<file path="config.mk">
export PLATFORM = sky130hd
export DESIGN_NAME = i2c_page_writer
export DESIGN_NICKNAME = d
export VERILOG_FILES = /design/src/rtl/i2c_page_writer.sv
export SDC_FILE = /design/constraint.sdc
export NUM_CORES = 1
export LEC_CHECK = 0
export BUFFER_PORTS_ARGS = -buffer_cell sky130_fd_sc_hd__buf_4
export CAP_MARGIN = 10
export CORE_MARGIN = 2
export CORE_UTILIZATION = 62
export DETAILED_ROUTE_END_ITERATION = 8
export PLACE_DENSITY = 0.81
export SYNTH_ARGS = -nofsm -noshare
export SYNTH_HDL_FRONTEND = slang
export SYNTH_SLANG_ARGS = --single-unit
export TNS_END_PERCENT = 5
</file>
<file path="constraint.sdc">
create_clock -name clk -period 5.7 [get_ports clk]
set_clock_uncertainty 0.1 [all_clocks]
set_input_delay 1.14 -clock clk [delete_from_list [all_inputs] [get_ports clk]]
set_output_delay 1.14 -clock clk [all_outputs]
set_load 0.05 [all_outputs]
</file>
<file path="src/rtl/i2c_page_writer.sv">
// Host-byte FIFO feeding i2c_master: splits a write request into page-aligned bursts with an
// idle write-cycle gap after each. Define I2C_WR_STAT_EN to build the burst_cnt counter.
module i2c_page_writer #(
  parameter int unsigned FIFO_DEPTH = 64,
  parameter int unsigned PAGE_SIZE  = 32,
  parameter int unsigned WC_CNT     = 500
) (
  input  logic                        clk,
  input  logic                        rst_n,
  input  logic                        push,
  input  logic [7:0]                  push_data,
  output logic                        fifo_full,
  output logic [$clog2(FIFO_DEPTH):0] fifo_level,
  input  logic                        wr_req,
  input  logic [15:0]                 wr_addr,
  input  logic [7:0]                  wr_cnt,
  output logic                        busy,
  output logic                        done,
  output logic                        err,
  output logic                        m_en,
  output logic                        m_read_mode,
  output logic [15:0]                 m_dat_addr,
  output logic [7:0]                  m_tx_len,
  output logic [7:0]                  m_tx_byte,
  input  logic                        m_tx_ready,
  output logic [15:0]                 burst_cnt
);

  localparam int unsigned PtrW = $clog2(FIFO_DEPTH);
  localparam int unsigned LvlW = PtrW + 1;
  localparam int unsigned PgW  = $clog2(PAGE_SIZE);
  localparam int unsigned WcW  = (WC_CNT > 1) ? $clog2(WC_CNT) : 1;

  typedef enum logic [2:0] {StIdle, StLoad, StBurst, StWaitWc, StDone} state_e;

  state_e state_q, state_d;

  logic [7:0]      mem [FIFO_DEPTH];
  logic [PtrW-1:0] wr_ptr_q, rd_ptr_q;
  logic [LvlW-1:0] level_q, level_d;
  logic            push_ok, pop;

  logic [15:0]    addr_q, addr_d;
  logic [7:0]     rem_q, rem_d;
  logic [7:0]     blen_q, blen_d;
  logic [7:0]     bcnt_q, bcnt_d;
  logic [WcW-1:0] wc_q, wc_d;
  logic           busy_q, busy_d;
  logic           err_q, err_d;
  logic           m_en_q, m_en_d;
  logic [15:0]    m_dat_addr_q, m_dat_addr_d;
  logic [7:0]     m_tx_len_q, m_tx_len_d;
  logic [7:0]     m_tx_byte_q, m_tx_byte_d;
  logic           ready_q, ready_fall;

  logic [8:0] page_space;
  logic [7:0] blen;

  assign fifo_full  = (level_q == LvlW'(FIFO_DEPTH));
  assign fifo_level = level_q;
  assign push_ok    = push & ~fifo_full;
  assign ready_fall = ready_q & ~m_tx_ready;

  // Bytes left in the current page, capped by the bytes still owed.
  assign page_space = 9'(PAGE_SIZE) - 9'(addr_q[PgW-1:0]);
  assign blen       = (9'(rem_q) < page_space) ? rem_q : page_space[7:0];

  assign busy        = busy_q;
  assign err         = err_q;
  assign done        = (state_q == StDone);
  assign m_en        = m_en_q;
  assign m_read_mode = 1'b0;
  assign m_dat_addr  = m_dat_addr_q;
  assign m_tx_len    = m_tx_len_q;
  assign m_tx_byte   = m_tx_byte_q;

  always_comb begin
    state_d      = state_q;
    addr_d       = addr_q;
    rem_d        = rem_q;
    blen_d       = blen_q;
    bcnt_d       = bcnt_q;
    wc_d         = wc_q;
    busy_d       = busy_q;
    err_d        = 1'b0;
    m_en_d       = m_en_q;
    m_dat_addr_d = m_dat_addr_q;
    m_tx_len_d   = m_tx_len_q;
    m_tx_byte_d  = m_tx_byte_q;
    pop          = 1'b0;
    unique case (state_q)
      StIdle: begin
        if (wr_req) begin
          // Level check reserves every byte of the request before it starts.
          if (wr_cnt == 8'd0 || 16'(level_q) < 16'(wr_cnt)) begin
            err_d = 1'b1;
          end else begin
            addr_d  = wr_addr;
            rem_d   = wr_cnt;
            busy_d  = 1'b1;
            state_d = StLoad;
          end
        end
      end
      StLoad: begin
        m_dat_addr_d = addr_q;
        m_tx_len_d   = blen - 8'd1;
        blen_d       = blen;
        bcnt_d       = 8'd0;
        m_tx_byte_d  = mem[rd_ptr_q];
        pop          = 1'b1;
        m_en_d       = 1'b1;
        state_d      = StBurst;
      end
      StBurst: begin
        if (ready_fall) begin
          bcnt_d = bcnt_q + 8'd1;
          if (bcnt_d < blen_q) begin
            m_tx_byte_d = mem[rd_ptr_q];
            pop         = 1'b1;
          end else begin
            m_en_d  = 1'b0;
            addr_d  = addr_q + 16'(blen_q);
            rem_d   = rem_q - blen_q;
            wc_d    = '0;
            state_d = StWaitWc;
          end
        end
      end
      StWaitWc: begin
        if (wc_q == WcW'(WC_CNT - 1)) begin
          state_d = (rem_q != 8'd0) ? StLoad : StDone;
        end else begin
          wc_d = wc_q + WcW'(1);
        end
      end
      StDone: begin
        busy_d  = 1'b0;
        state_d = StIdle;
      end
      default: state_d = StIdle;
    endcase
  end

  always_comb begin
    level_d = level_q;
    if (push_ok && !pop) begin
      level_d = level_q + LvlW'(1);
    end else if (!push_ok && pop) begin
      level_d = level_q - LvlW'(1);
    end
  end

  always_ff @(posedge clk) begin
    if (push_ok) begin
      mem[wr_ptr_q] <= push_data;
    end
  end

  always_ff @(posedge clk or negedge rst_n) begin
    if (!rst_n) begin
      state_q      <= StIdle;
      wr_ptr_q     <= '0;
      rd_ptr_q     <= '0;
      level_q      <= '0;
      addr_q       <= '0;
      rem_q        <= '0;
      blen_q       <= '0;
      bcnt_q       <= '0;
      wc_q         <= '0;
      busy_q       <= 1'b0;
      err_q        <= 1'b0;
      m_en_q       <= 1'b0;
      m_dat_addr_q <= '0;
      m_tx_len_q   <= '0;
      m_tx_byte_q  <= '0;
      ready_q      <= 1'b0;
    end else begin
      state_q      <= state_d;
      if (push_ok) wr_ptr_q <= wr_ptr_q + PtrW'(1);
      if (pop)     rd_ptr_q <= rd_ptr_q + PtrW'(1);
      level_q      <= level_d;
      addr_q       <= addr_d;
      rem_q        <= rem_d;
      blen_q       <= blen_d;
      bcnt_q       <= bcnt_d;
      wc_q         <= wc_d;
      busy_q       <= busy_d;
      err_q        <= err_d;
      m_en_q       <= m_en_d;
      m_dat_addr_q <= m_dat_addr_d;
      m_tx_len_q   <= m_tx_len_d;
      m_tx_byte_q  <= m_tx_byte_d;
      ready_q      <= m_tx_ready;
    end
  end

`ifdef I2C_WR_STAT_EN
  logic [15:0] burst_cnt_q;

  always_ff @(posedge clk or negedge rst_n) begin
    if (!rst_n) begin
      burst_cnt_q <= '0;
    end else if (state_q == StBurst && state_d == StWaitWc && burst_cnt_q != 16'hFFFF) begin
      burst_cnt_q <= burst_cnt_q + 16'd1;
    end
  end

  assign burst_cnt = burst_cnt_q;
`else
  assign burst_cnt = 16'd0;
`endif

endmodule

</file>
== Yosys cells after proc, flatten, opt, wreduce, memory -nomap -nowiden ==
Memory sizes are Yosys's and may differ from the RTL's.
Index checks and enable logic that the tools add are counted.

* Bits in registers: 107
* RAM bits: 512
* Bits of input ports: 37
* Output and inout port bits: 61
* Word-level logic and storage cells: 110
* Memories kept: 1

{| class="wikitable"
|+ Memories
! memory !! depth !! bits a word !! read ports !! clocked after Yosys merged registers in !! wr ports !! line !! source
|-
| mem || 64 || 8 || 1 || 0 || 1 || 38 || <nowiki>logic [7:0] mem [FIFO_DEPTH];</nowiki>
|}

* $add $sub $neg: 10
* Order comparisons: 3
* Eq/ne operators: 13
* Muxes and demuxes: 43
* Bitwise logic cells: 4
* Reduce and logical (&&, ||, !) cells: 20

{| class="wikitable"
|+ Operators by type and width
! kind !! number
|-
| $mux W16 || 4
|-
| $mux W8 || 8
|-
| $pmux W8 S2 || 3
|-
| $pmux W16 S2 || 1
|-
| $mux W9 || 3
|-
| $mux W3 || 6
|-
| $pmux W9 S2 || 1
|-
| $add A16 B8 Y16 || 1
|-
| $mux W7 || 2
|-
| $ne A2 B2 Y1 const B || 7
|-
| $add A6 B1 Y6 const B || 2
|-
| $pmux W3 S4 || 1
|-
| $mux W1 || 11
|-
| $reduce_and A5 Y1 || 2
|-
| $reduce_bool A2 Y1 || 5
|-
| $add A9 B1 Y9 const B || 1
|-
| $eq A9 B9 Y1 const B || 1
|-
| $lt A8 B9 Y1 || 1
|-
| $reduce_and A3 Y1 || 3
|-
| $add A8 B1 Y8 const B || 1
|-
| $logic_not A8 Y1 || 1
|-
| $lt A7 B8 Y1 || 1
|-
| $lt A8 B8 Y1 || 1
|-
| $reduce_bool A8 Y1 || 1
|-
| other kinds (18) || 25
|}

== Depth between registers and ports, before layout ==
Gate-level depths: netlist of the first run.

* Word-level depth: 8
* Gate-level depth with buffers: 19
* Depth with buffers taken out: 19

== Worst setup path after synthesis of the first run ==
No wires, ideal clock.

* Path kind: reg-to-reg
* Start point: register bcnt_q[0]
* End point: register level_q[6], in the netlist fifo_level[6]
* Setup time: 0.082 ns
* Arrival: 3.799 ns
* Required time: 5.518 ns
* Slack: 1.719 ns
* Stages on the path, launching flop included: 19
* Buffers on the path: 0
* Clock period less this slack: 3.981 ns
* Cell sequence: dfrtp_1 > and3_1 > and3_1 > and3_1 > xor2_1 > ha_1 > nand4_1 > o31ai_1 > o21ai_0 > inv_1 > ha_1 > inv_1 > ha_1 > nor2b_1 > o21ai_0 > a21boi_0 > or3_1 > nand3_1 > xor2_1

* Longest elaborated chain between the ends: 8
* Elaborated cells between the ends (all ways): 10
* Those cells by class: add/sub (1); order compare (1); mux (4); reduce/logical (4)

{| class="wikitable"
|+ RTL lines
! item !! line !! source
|-
| from (decl) || 46 || <nowiki>logic [7:0] bcnt_q, bcnt_d;</nowiki>
|-
| from (signal assigned) || 186 || <nowiki>bcnt_q <= bcnt_d;</nowiki>
|-
| $add A8 B1 Y8 * || 117 || <nowiki>bcnt_d = bcnt_q + 8'd1;</nowiki>
|-
| $lt A8 B8 Y1 * || 118 || <nowiki>if (bcnt_d < blen_q) begin</nowiki>
|-
| $mux W1 * || 118 ||
|-
| $mux W1 * || 116 || <nowiki>if (ready_fall) begin</nowiki>
|-
| $pmux W1 S2 * || 91 || <nowiki>unique case (state_q)</nowiki>
|-
| $logic_not A1 Y1 || 147 || <nowiki>if (push_ok && !pop) begin</nowiki>
|-
| $logic_and A1 B1 Y1 || 147 ||
|-
| $mux W7 or $reduce_bool A2 Y1 (tied branches) || -- ||
|-
| to (signal assigned) || 182 || <nowiki>level_q <= level_d;</nowiki>
|-
| to (decl) || 40 || <nowiki>logic [LvlW-1:0] level_q, level_d;</nowiki>
|}

Every way passes the cells marked *; elsewhere a longest branch is shown, timed or not.
A chain may end at the register's enable or synchronous reset.

== Worst setup path after layout of the first run ==
Same ends and word-level chain as after synthesis.

==> impl_metrics.csv, run 1 <==
group,metric,value,unit
finish,layout.nets,1886,
worst_hold_path,hp-class,"reg -> reg",
detailed_routing,drc,0,
detailed_routing,ant_nets,0,
place,hpwl,36.25,mm
synthesis,synthMuxAreaShare,0.1034,
floorplanning,core_area,0.04213,sq mm
clock_network,h-tree-depth,2,
status,status,"finished, final reports clean",
sta,rsz0062_at_grt,"false",
floorplanning,die_w,211.1,um
global_routing,met2_usage,0.4343,
clock_network,cts_buffers,60,
synthesis,synthAdderAreaFrac,0.02344,
synthesis,synth_edf_count,512,
synthesis,synth_cell_types,71,
floorplanning,die_h,211.1,um
clock_network,clock_sinks,619,
place,place_congestion,0.8889,
clock_network,cts_max_path_buffers,3,
global_routing,use_met3,0.03836,
sta,fmax,0.2183,GHz
global_routing,grt_pass1_wl,89.04,mm
detailed_routing,dr_total_vias,15404,
synthesis,synth-xor-area-share,0.01384,
detailed_routing,wl,58.16,mm
synthesis,synth_top_family_by_area,"multiplexers",
sta,period_share,0.8038,
global_routing,gr-max-usage-layer,"met2",
global_routing,gr-usage-met1,0.3661,
synthesis,ys_warn_count,0,
synthesis,netlist_area,0.02658,sq mm
critical_path,rrSetupSlack,1.12,ns
run,cap_violations,0,
power_and_ir_drop,vdd_drop_max,0.4209,mV
power_and_ir_drop,power_density,516.3,mW/mm^2
critical_path,cp-start-kind,"register",
global_routing,grt_start_max_net_pins,65,
place,port_buffers,80,
sta,worst_slew_pin_slew,1.179,ns
sta,hold_violations,0,
global_routing,overflow,0,
clock_network,cts_root_buffer,"clkbuf_16",
clock_network,clk_latency,0.66,ns
finish,area_delta_synth_final,10.81,%
sta,setup_viol,0,
critical_path,cp.arrival,5.02,ns
detailed_routing,via_per_inst,6.442,
sta,max-slew-margin-rel,0.1939,
synthesis,async_flop_share,0.1729,
clock_network,clk_pin_slew,0.06,ns
finish,finalNonFillerCells,2391,
synthesis,synthCells,1743,
critical_path,cp_data_required_time,6.14,ns
power_and_ir_drop,p_leak,10.45,nW
power_and_ir_drop,total_power,15.21,mW
floorplanning,initial_core_util,0.6309,
sta,fin_tns_setup,0,ns
detailed_routing,drt-wirelength-per-cell,24.32,um
finish,drive_gt1_frac,0.1674,
clock_network,cts_tree,"done",
global_routing,grt_antenna_before_repair,0,
critical_path,path_max_fanout,6,
sta,period_needed,4.582,ns
global_routing,grt_pass1_vias,15200,
synthesis,ys_seq_area_frac,0.6791,
synthesis,synthSimpleGateAreaFrac,0.07268,
synthesis,synth_compound_area_frac,0.07795,
detailed_routing,drtIter0Drc,1622,
clock_network,post-cts-setup-buffer-count,0,
place,dp_cells,2278,
synthesis,ys.flop_type,"edfxtp_1",
floorplanning,pin_count,98,
sta,slew_violations,0,
critical_path,critPathKind,"reg -> reg",
clock_network,hold_buffers,0,
floorplanning,die-area,0.04455,sq mm
finish,n_antenna_cell,0,
detailed_routing,firstDrtPassIters,5,
synthesis,yosys_register_bits,619,
floorplanning,rows,75,
synthesis,avgSynthCellArea,15.25,sq um
global_routing,grt_use_total,0.2649,
critical_path,cp-end-kind,"register",
clock_network,ctsResizeCount,0,
==> path summary, 6_finish.rpt <==
kind                                start             end  depth (start not counted)
min in group asynchronous           rst_n   m_dat_addr[4]                          1
setup reg to reg                bcnt_q[0]   fifo_level[6]                         18
max in group asynchronous           rst_n   m_dat_addr[7]                          2
setup / recovery                bcnt_q[0]   fifo_level[6]                         18
hold reg to reg            m_dat_addr[14]  m_dat_addr[14]                          2
hold / removal             m_dat_addr[14]  m_dat_addr[14]                          2
==> logic make-up (layout without fill, tap and decap cells) <==
kind of cell | after synthesis | count (layout)
xor gates and xnor gates | 42 | 42
AOI/OAI and AO/OA | 292 | 292
adders and majority gates | 48 | 48
muxes | 190 | 190
buffers and inverters | 154 | 247
and+or+nand+nor | 397 | 397
other | 1 | 17
DFF | 619 | 619
==> placed cells by master (no fill, tap or decap), drive strengths merged, types with 42 or more instances in the layout <==
master	Yosys	routed
mux2i	90	90
nor2	107	107
clkbuf	52	86
edfxtp	512	512
nand2	118	118
buf	65	97
ha	45	45
mux4	64	64
nor2b	42	42
a21oi	43	43
o21ai	47	47
dfrtp	107	107
==> registers in the layout, summed over array words and instances (netlist names) <==
name and cells:
addr_q 16, bcnt_q 8, blen_q 8, busy 1, err 1, fifo_level 7, m_dat_addr 16, m_en 1
m_tx_byte 8, m_tx_len 8, mem 512, rd_ptr_q 6, ready_q 1, rem_q 8, state_q 3, wc_q 9
wr_ptr_q 6
==> routing by layer <==
layer  vias up  wire, um
met5         -         0
met4         0      1943
met3       121      4368
met2       721     28640
met1      7728     23200
li1       6834         -
==> cell usage after synthesis, drive strengths merged, types with 7 or more instances <==
master | number | area [sq um]
a2111oi | 24 | 216.5
a211oi | 40 | 300.3
a21oi | 43 | 215.2
a221oi | 7 | 61.31
a22o | 14 | 122.6
a22oi | 34 | 255.2
a2bb2oi | 9 | 78.83
a41o | 7 | 70.07
and3 | 13 | 81.33
buf | 65 | 445.4
clkbuf | 52 | 198.9
dfrtp | 107 | 2678
edfxtp | 512 | 15370
ha | 45 | 563.0
inv | 37 | 138.9
mux2 | 36 | 405.4
mux2i | 90 | 900.9
mux4 | 64 | 1441
nand2 | 118 | 445.4
nand2b | 8 | 50.05
nand3 | 26 | 130.1
nand3b | 8 | 60.06
nand4 | 11 | 68.82
nor2 | 107 | 404.1
nor2b | 42 | 262.8
nor3 | 15 | 75.07
nor3b | 8 | 65.06
nor4 | 11 | 68.82
o21a | 8 | 60.06
o21ai | 47 | 235.2
o22ai | 16 | 100.1
o31ai | 8 | 60.06
or3 | 9 | 56.30
xnor2 | 24 | 210.2
xor2 | 18 | 157.7
==> area by class of cell <==
| type | instances | area, sq um |
|---|---|---|
| multi-input combinational | 986 | 7821 |
| clock buffer | 86 | 1659 |
| fill | 2645 | 12680 |
| timing repair buffer | 97 | 728.2 |
| tap | 539 | 674.4 |
| sequential | 619 | 18060 |
| clock inverter | 27 | 374.1 |
| inverter | 37 | 138.9 |
==> where the power goes <==
group	internal, mW	total, mW	switching, mW
combinational	2.01	5.14	3.13
sequential	5.37	6.02	0.654
clock	2.35	4.05	1.70
==> stage by stage <==
| step | setup WS, ns | area [sq um] | utilization | hold slack [ns] |
|---|---|---|---|---|
| 4_1_cts | 1.077 | 29460 | 0.6991 | 0.3784 |
| 2_1_floorplan | 1.719 | 26640 | - | 0.3534 |
| 6_report | 1.118 | 29460 | 0.6991 | 0.3747 |
| 3_3_place_gp | 1.171 | 27420 | 0.6508 | 0.3601 |
| 3_5_place_dp | 1.116 | 27420 | 0.6508 | 0.3640 |
| 5_1_grt | 0.6507 | 29460 | 0.6991 | 0.3928 |
==> critical path, stage by stage, from the launching register on <==
cell and delay (ns):
dfrtp_1 0.43, and3_1 0.21, and3_1 0.18, and3_1 0.18
xor2_1 0.15, ha_1 0.32, nand4_1 0.09, o31ai_1 0.46
o21ai_1 0.17, inv_1 0.24, ha_1 0.32, inv_1 0.16
ha_1 0.34, nor2b_1 0.14, o21ai_0 0.19, a21boi_0 0.18
or3_1 0.38, nand3_1 0.10, xor2_1 0.14
Power figures use the tool's default switching activity.
==> inputs of run 2 (changes only) <==
CORE_UTILIZATION = 56   (was 62)
PLACE_DENSITY = 0.77   (was 0.81)
clock period = 3.9 ns   (was 5.7 ns; I/O delays follow)
==> run 2 against run 1 <==
  * Global-route usage is 2.5 points lower
  * Via count is 2.7% higher
  * Power grew 54%
  * Hold slack lost 0.25 ns
  * Sequential cell count stayed put
  * Cell count increased by 8.0%
  * First-iteration DRC count is 1.5% lower
  * Sequential power increased by 44%
  * Core utilization fell by 3.8 points
  * Clock power is 58% higher
  * Largest cell class unchanged
  * Largest power group unchanged
==> impl_metrics.csv, run 2 (synthesized netlist as in run 1, its figures left out) <==
group,metric,value,unit
floorplanning,rows,79,
finish,layout.nets,2008,
detailed_routing,firstDrtPassIters,5,
clock_network,clk_pin_slew,0.06,ns
finish,regMostFlops,"mem",
critical_path,cp.arrival,4.22,ns
clock_network,cts_tree,"done",
floorplanning,initial_core_util,0.5698,
sta,fin_tns_setup,0,ns
critical_path,worst-path-buf-inv,3,
global_routing,overflow,0,
clock_network,clk_latency,0.65,ns
place,place_congestion,0.8815,
critical_path,timing.critical_path.from,"addr_q[1]",
sta,fmax,0.2626,GHz
global_routing,grt_pass1_vias,15609,
detailed_routing,dr_total_vias,15820,
sta,period_share,0.9764,
worst_hold_path,hp-class,"in -> async",
sta,period_needed,3.808,ns
clock_network,cts_root_buffer,"clkbuf_16",
sta,setup_viol,0,
power_and_ir_drop,p_leak,11.20,nW
detailed_routing,via_per_inst,6.125,
critical_path,critical_path_depth,17,
detailed_routing,drtIter0Drc,1598,
power_and_ir_drop,comb_power_share,0.358,
critical_path,cpPeakStageDelay,0.42,ns
critical_path,path_cells,"inv_2 -> ha_4 -> nor3b_4 -> xnor2_2 -> inv_1 -> ha_1 -> nand3_1 -> nand2_1 -> a41oi_2 -> nand2_2 -> mux2i_2 -> ha_2 -> inv_1 -> or3_1 -> xor2_1 -> mux2_2 -> o21ai_0",
floorplanning,die-area,0.04923,sq mm
sta,rsz0062_at_grt,"true",
critical_path,critPathKind,"reg -> reg",
critical_path,cp_common_cell,"inv_1",
global_routing,grt_antenna_before_repair,0,
finish,final_cell_mix,"512 x edfxtp_1, 212 x buf_4, 117 x nand2_1",
clock_network,cts_max_path_buffers,3,
power_and_ir_drop,vdd_drop_max,0.5675,mV
power_and_ir_drop,switchingPower,8.223,mW
sta,hold_violations,0,
sta,worst_slew_pin_slew,1.003,ns
critical_path,cp-start-kind,"register",
clock_network,clock_sinks,619,
finish,nFillCells,3144,
power_and_ir_drop,power_density,760.3,mW/mm^2
clock_network,cts_buffers,61,
sta,slew_violations,0,
floorplanning,die_h,221.9,um
clock_network,h-tree-depth,2,
floorplanning,die_w,221.9,um
place,port_buffers,80,
run,cap_violations,0,
power_and_ir_drop,internal_power,15.23,mW
floorplanning,pin_count,98,
finish,final_area,0.03085,sq mm
critical_path,cp_data_required_time,4.31,ns
place,postPlaceCellArea,0.02839,sq mm
power_and_ir_drop,sequentialPowerShare,0.369,
critical_path,r2r-end,"m_tx_len[4]",
power_and_ir_drop,p_clk_frac,0.273,
detailed_routing,drc,0,
finish,area_delta_synth_final,16.07,%
finish,drive_gt1_frac,0.2358,
detailed_routing,ant_nets,0,
critical_path,rrSetupSlack,0.09,ns
sta,max-slew-margin-rel,0.3287,
status,status,"finished, final reports clean",
detailed_routing,drt-wirelength-per-cell,23.01,um
critical_path,critPathTopFamily,"simple AND/OR/NAND/NOR gates",
critical_path,path_max_fanout,5,
power_and_ir_drop,swShare,0.3505,
critical_path,cpMaxStageDelayCell,"dfrtp_1",
finish,n_antenna_cell,0,
critical_path,worstRegToRegCells,17,
clock_network,hold_buffers,0,
place,hpwl,36.56,mm
floorplanning,core_area,0.04665,sq mm
finish,final_common_cell,"edfxtp_1",
critical_path,cp-end-kind,"register",
power_and_ir_drop,total_power,23.46,mW
finish,largest_reg_flops,512,
critical_path,worst_r2r_startpoint,"addr_q[1]",
global_routing,grt_start_max_net_pins,65,
global_routing,grt_pass1_wl,90.45,mm
detailed_routing,wl,59.42,mm
global_routing,grt_use_total,0.2400,
-- run 2: changes by cell type in the layout (fill, tap and decap cells not counted), sizes merged --
cell    previous run  this run
clkbuf            86        81
bufinv             7        13
inv               40        38
clkinv            16        20
buf               97       218
-- run 2: worst max-delay path by stage --
stage                    end  slack [ns]
2_1_floorplan  fifo_level[6]        0.02
3_3_place_gp   fifo_level[6]       0.007
3_5_place_dp     m_tx_len[4]       -0.14
4_1_cts        fifo_level[5]      -0.003
5_1_grt          m_tx_len[4]       -0.07
6_report         m_tx_len[4]        0.09
-- run 2: power by group through the flow --
stage / logic [mW] / registers, mW / clock network, mW
after floorplan: 5.26 / 8.96 / 0
after global placement: 7.85 / 8.72 / 0
after detailed placement: 8.04 / 8.75 / 0
after CTS: 8.15 / 8.63 / 6.48
after global routing: 9.01 / 8.74 / 6.74
final: 8.40 / 8.66 / 6.41
-- run 2: stage by stage --
stage	utilization	hold WS, ns	instances	worst slack, ns
after floorplan	-	0.3534	1759	0.02467
after global placement	0.6084	0.3597	2454	0.007239
after detailed placement	0.6084	0.3644	2454	-0.1364
after CTS	0.6574	0.1230	2571	-0.002781
after global routing	0.6613	0.1239	2583	-0.07094
final	0.6613	0.1262	2583	0.09193
-- run 2: routing by layer --
layer | vias to the layer above | GRT usage | routed length (um)
met1 | 7949 | 0.3267 | 23580
met3 | 102 | 0.03856 | 4680
met2 | 700 | 0.4042 | 29640
met5 | - | 0 | 0
met4 | 0 | 0.06822 | 1531
li1 | 7069 | - | -
-- run 2: what timing repair did --
item	CTS	global route
resized for setup	12	23
endpoints found under the setup margin	3	4
pin swaps	3	16
buffers inserted	1	12
-- run 2: area by class of cell --
type / instances / area [sq um] / area share
Timing Repair Buffer: 218 / 1703 / 0.05519
Multi-Input combinational cell: 986 / 7959 / 0.2580
Clock buffer: 81 / 1693 / 0.05487
Sequential cell: 619 / 18060 / 0.5853
Inverter: 37 / 141.4 / 0.004583
Clock inverter: 35 / 538.0 / 0.01744
Tap cell: 607 / 759.5 / 0.02462
-- run 2: worst reg2reg max path: cells and delay by family (launching register included) --
| family | cells | cell delay, ns |
|---|---|---|
| fa+ha+maj | 3 | 0.70 |
| simple gates | 5 | 0.95 |
| flops | 1 | 0.42 |
| buf+inv | 3 | 0.28 |
| mux | 2 | 0.50 |
| xor+xnor | 2 | 0.35 |
| compound gates | 2 | 0.38 |
==> inputs of run 3 (changes only) <==
CORE_UTILIZATION = 40   (was 56)
PLACE_DENSITY = 0.59   (was 0.77)
RECOVER_POWER = 50   (was not set)
==> run 3 against run 2 <==
  * The run now ends with max-capacitance violations, max-slew violations left
  * Die area grew 39%
  * Largest cell class unchanged
  * Highest routed layer unchanged
  * Largest power group unchanged
  * Combinational power shrank 0.7%
  * Core utilization shrank 19 points
  * Sequential share of layout area shrank 0.16 points
  * Clock power shrank 6.7%
  * Non-clock buffer count shrank 1
  * Clock-buffer cell count grew 10
  * Wire length grew 4.0%
  * Cell count grew 10%
==> impl_metrics.csv, run 3 (synthesized netlist as in run 1, its figures left out) <==
group,metric,value,unit
power_and_ir_drop,vdd_drop_max,0.4901,mV
floorplanning,die-area,0.06853,sq mm
status,violations,"max-capacitance violations, max-slew violations",
floorplanning,die_w,261.8,um
detailed_routing,via_per_inst,5.423,
critical_path,critPathKind,"reg -> reg",
status,status,"finished with violations",
clock_network,cts_max_path_buffers,3,
power_and_ir_drop,p_leak,11.05,nW
floorplanning,core_area,0.06575,sq mm
sta,worst_slew_pin_slew,3.260,ns
place,place_congestion,0.8510,
place,place_worst_setup_slack,-0.02217,ns
clock_network,cts_tree,"done",
sta,max-slew-margin-rel,-1.173,
floorplanning,rows,94,
sta,period_needed,3.744,ns
global_routing,grt_start_max_net_pins,65,
clock_network,clk_pin_slew,0.05,ns
sta,period_share,0.9599,
detailed_routing,wl,61.81,mm
sta,slew_violations,566,
clock_network,h-tree-depth,3,
clock_network,clock_sinks,619,
sta,setup_viol,0,
detailed_routing,drc,0,
critical_path,path_max_fanout,4,
worst_hold_path,hp-class,"in -> reg",
global_routing,grt_pass1_vias,15316,
run,cap_violations,10,
sta,hold_violations,0,
finish,final_common_cell,"edfxtp_1",
detailed_routing,dr_total_vias,15417,
place,port_buffers,80,
clock_network,clk_latency,0.61,ns
detailed_routing,drtIter0Drc,1585,
finish,regMostFlops,"mem",
global_routing,grt_antenna_before_repair,0,
floorplanning,die_h,261.8,um
detailed_routing,ant_nets,0,
clock_network,cts_root_buffer,"clkbuf_16",
critical_path,cp-end-kind,"register",
global_routing,grt_use_total,0.1813,
finish,final_cell_mix,"512 x edfxtp_1, 196 x buf_4, 117 x nand2_1",
critical_path,cp.arrival,4.10,ns
finish,largest_reg_flops,512,
critical_path,cp_data_required_time,4.26,ns
detailed_routing,drt-wirelength-per-cell,21.74,um
global_routing,grt_pass1_wl,93.41,mm
global_routing,overflow,0,
power_and_ir_drop,power_density,743.0,mW/mm^2
sta,fmax,0.2671,GHz
finish,area_delta_synth_final,16.38,%
floorplanning,initial_core_util,0.4043,
clock_network,cts_buffers,66,
detailed_routing,firstDrtPassIters,5,
finish,layout.nets,2012,
place,dp_cells,2718,
finish,drive_gt1_frac,0.2230,
finish,finalNonFillerCells,2843,
critical_path,cp-start-kind,"register",
place,hpwl,38.93,mm
sta,setup_ws,0.1564,ns
floorplanning,pin_count,98,
run 3: cell count changes in the layout (fill, tap and decap cells not counted), sizes merged, moves of 4 or more:
cell and change:
clkinv +4, clkbuf +26, buf -17, bufinv -11
run 3: worst paths after layout:
| path | start | to | slack, ns | depth (start not counted) |
|---|---|---|---|---|
| setup / recovery | bcnt_q[0] | fifo_level[6] | 0.16 | 20 |
| hold / removal | m_tx_ready | ready_q | 0.23 | 1 |
| setup reg to reg | bcnt_q[0] | fifo_level[6] | 0.16 | 20 |
| hold reg to reg | m_dat_addr[6] | m_dat_addr[6] | 0.37 | 2 |
| max in group asynchronous | rst_n | rd_ptr_q[0] | 0.77 | 1 |
| min in group asynchronous | rst_n | m_tx_len[5] | 0.98 | 1 |
run 3: worst max-delay path: stages (launching register included):
cell       delay [ns]
dfrtp_1          0.37
and3_4           0.18
and3_4           0.18
and3_4           0.17
xor2_1           0.17
ha_1             0.35
a21oi_2          0.13
o21a_1           0.17
o31ai_4          0.09
o21ai_2          0.22
inv_2            0.08
ha_4             0.19
inv_4            0.07
ha_4             0.19
nor2b_1          0.13
o21ai_2          0.17
a21boi_2         0.09
buf_4            0.14
o2111ai_1        0.16
nand3_1          0.11
xor2_1           0.15
run 3: layout make-up:
type	count	area, sq um
fillers	5679	34810
flip-flops and latches	619	18060
multi-input cells	986	7954
clock buffers	91	1795
repair buffers	217	1627
well taps	864	1081
clock inverters	28	275.3
inverters	37	141.4
diodes	1	2.502
run 3: through the flow:
step	utilization	total power, mW	instance area (sq um)	hold slack, ns	TNS [ns]
final	0.4705	22.99	30940	0.2256	0
after global routing	0.4705	24.21	30930	0.1942	-0.04524
after CTS	0.4690	23.02	30840	0.1053	0
after detailed placement	0.4373	16.97	28750	0.3635	-0.02217
after global placement	0.4373	16.84	28750	0.3608	0
after floorplan	-	14.23	26650	0.3534	0
run 3: per-layer routing:
metal  share of wire  track usage
met1            0.44       0.2487
met2            0.48       0.2962
met3           0.050      0.03356
met4           0.022      0.05161
met5               0            0
run 3: power by group:
group | switching [mW] | internal (mW)
Sequential | 0.807 | 7.86
Combinational | 4.95 | 3.39
Clock | 2.58 | 3.40
Total | 8.33 | 14.7
run 3: timing repair:
action	CTS	global route
hold buffers	0	0
gates resized for setup	3	31
setup endpoints to repair	3	4
pin swaps	0	16
setup buffers	0	5
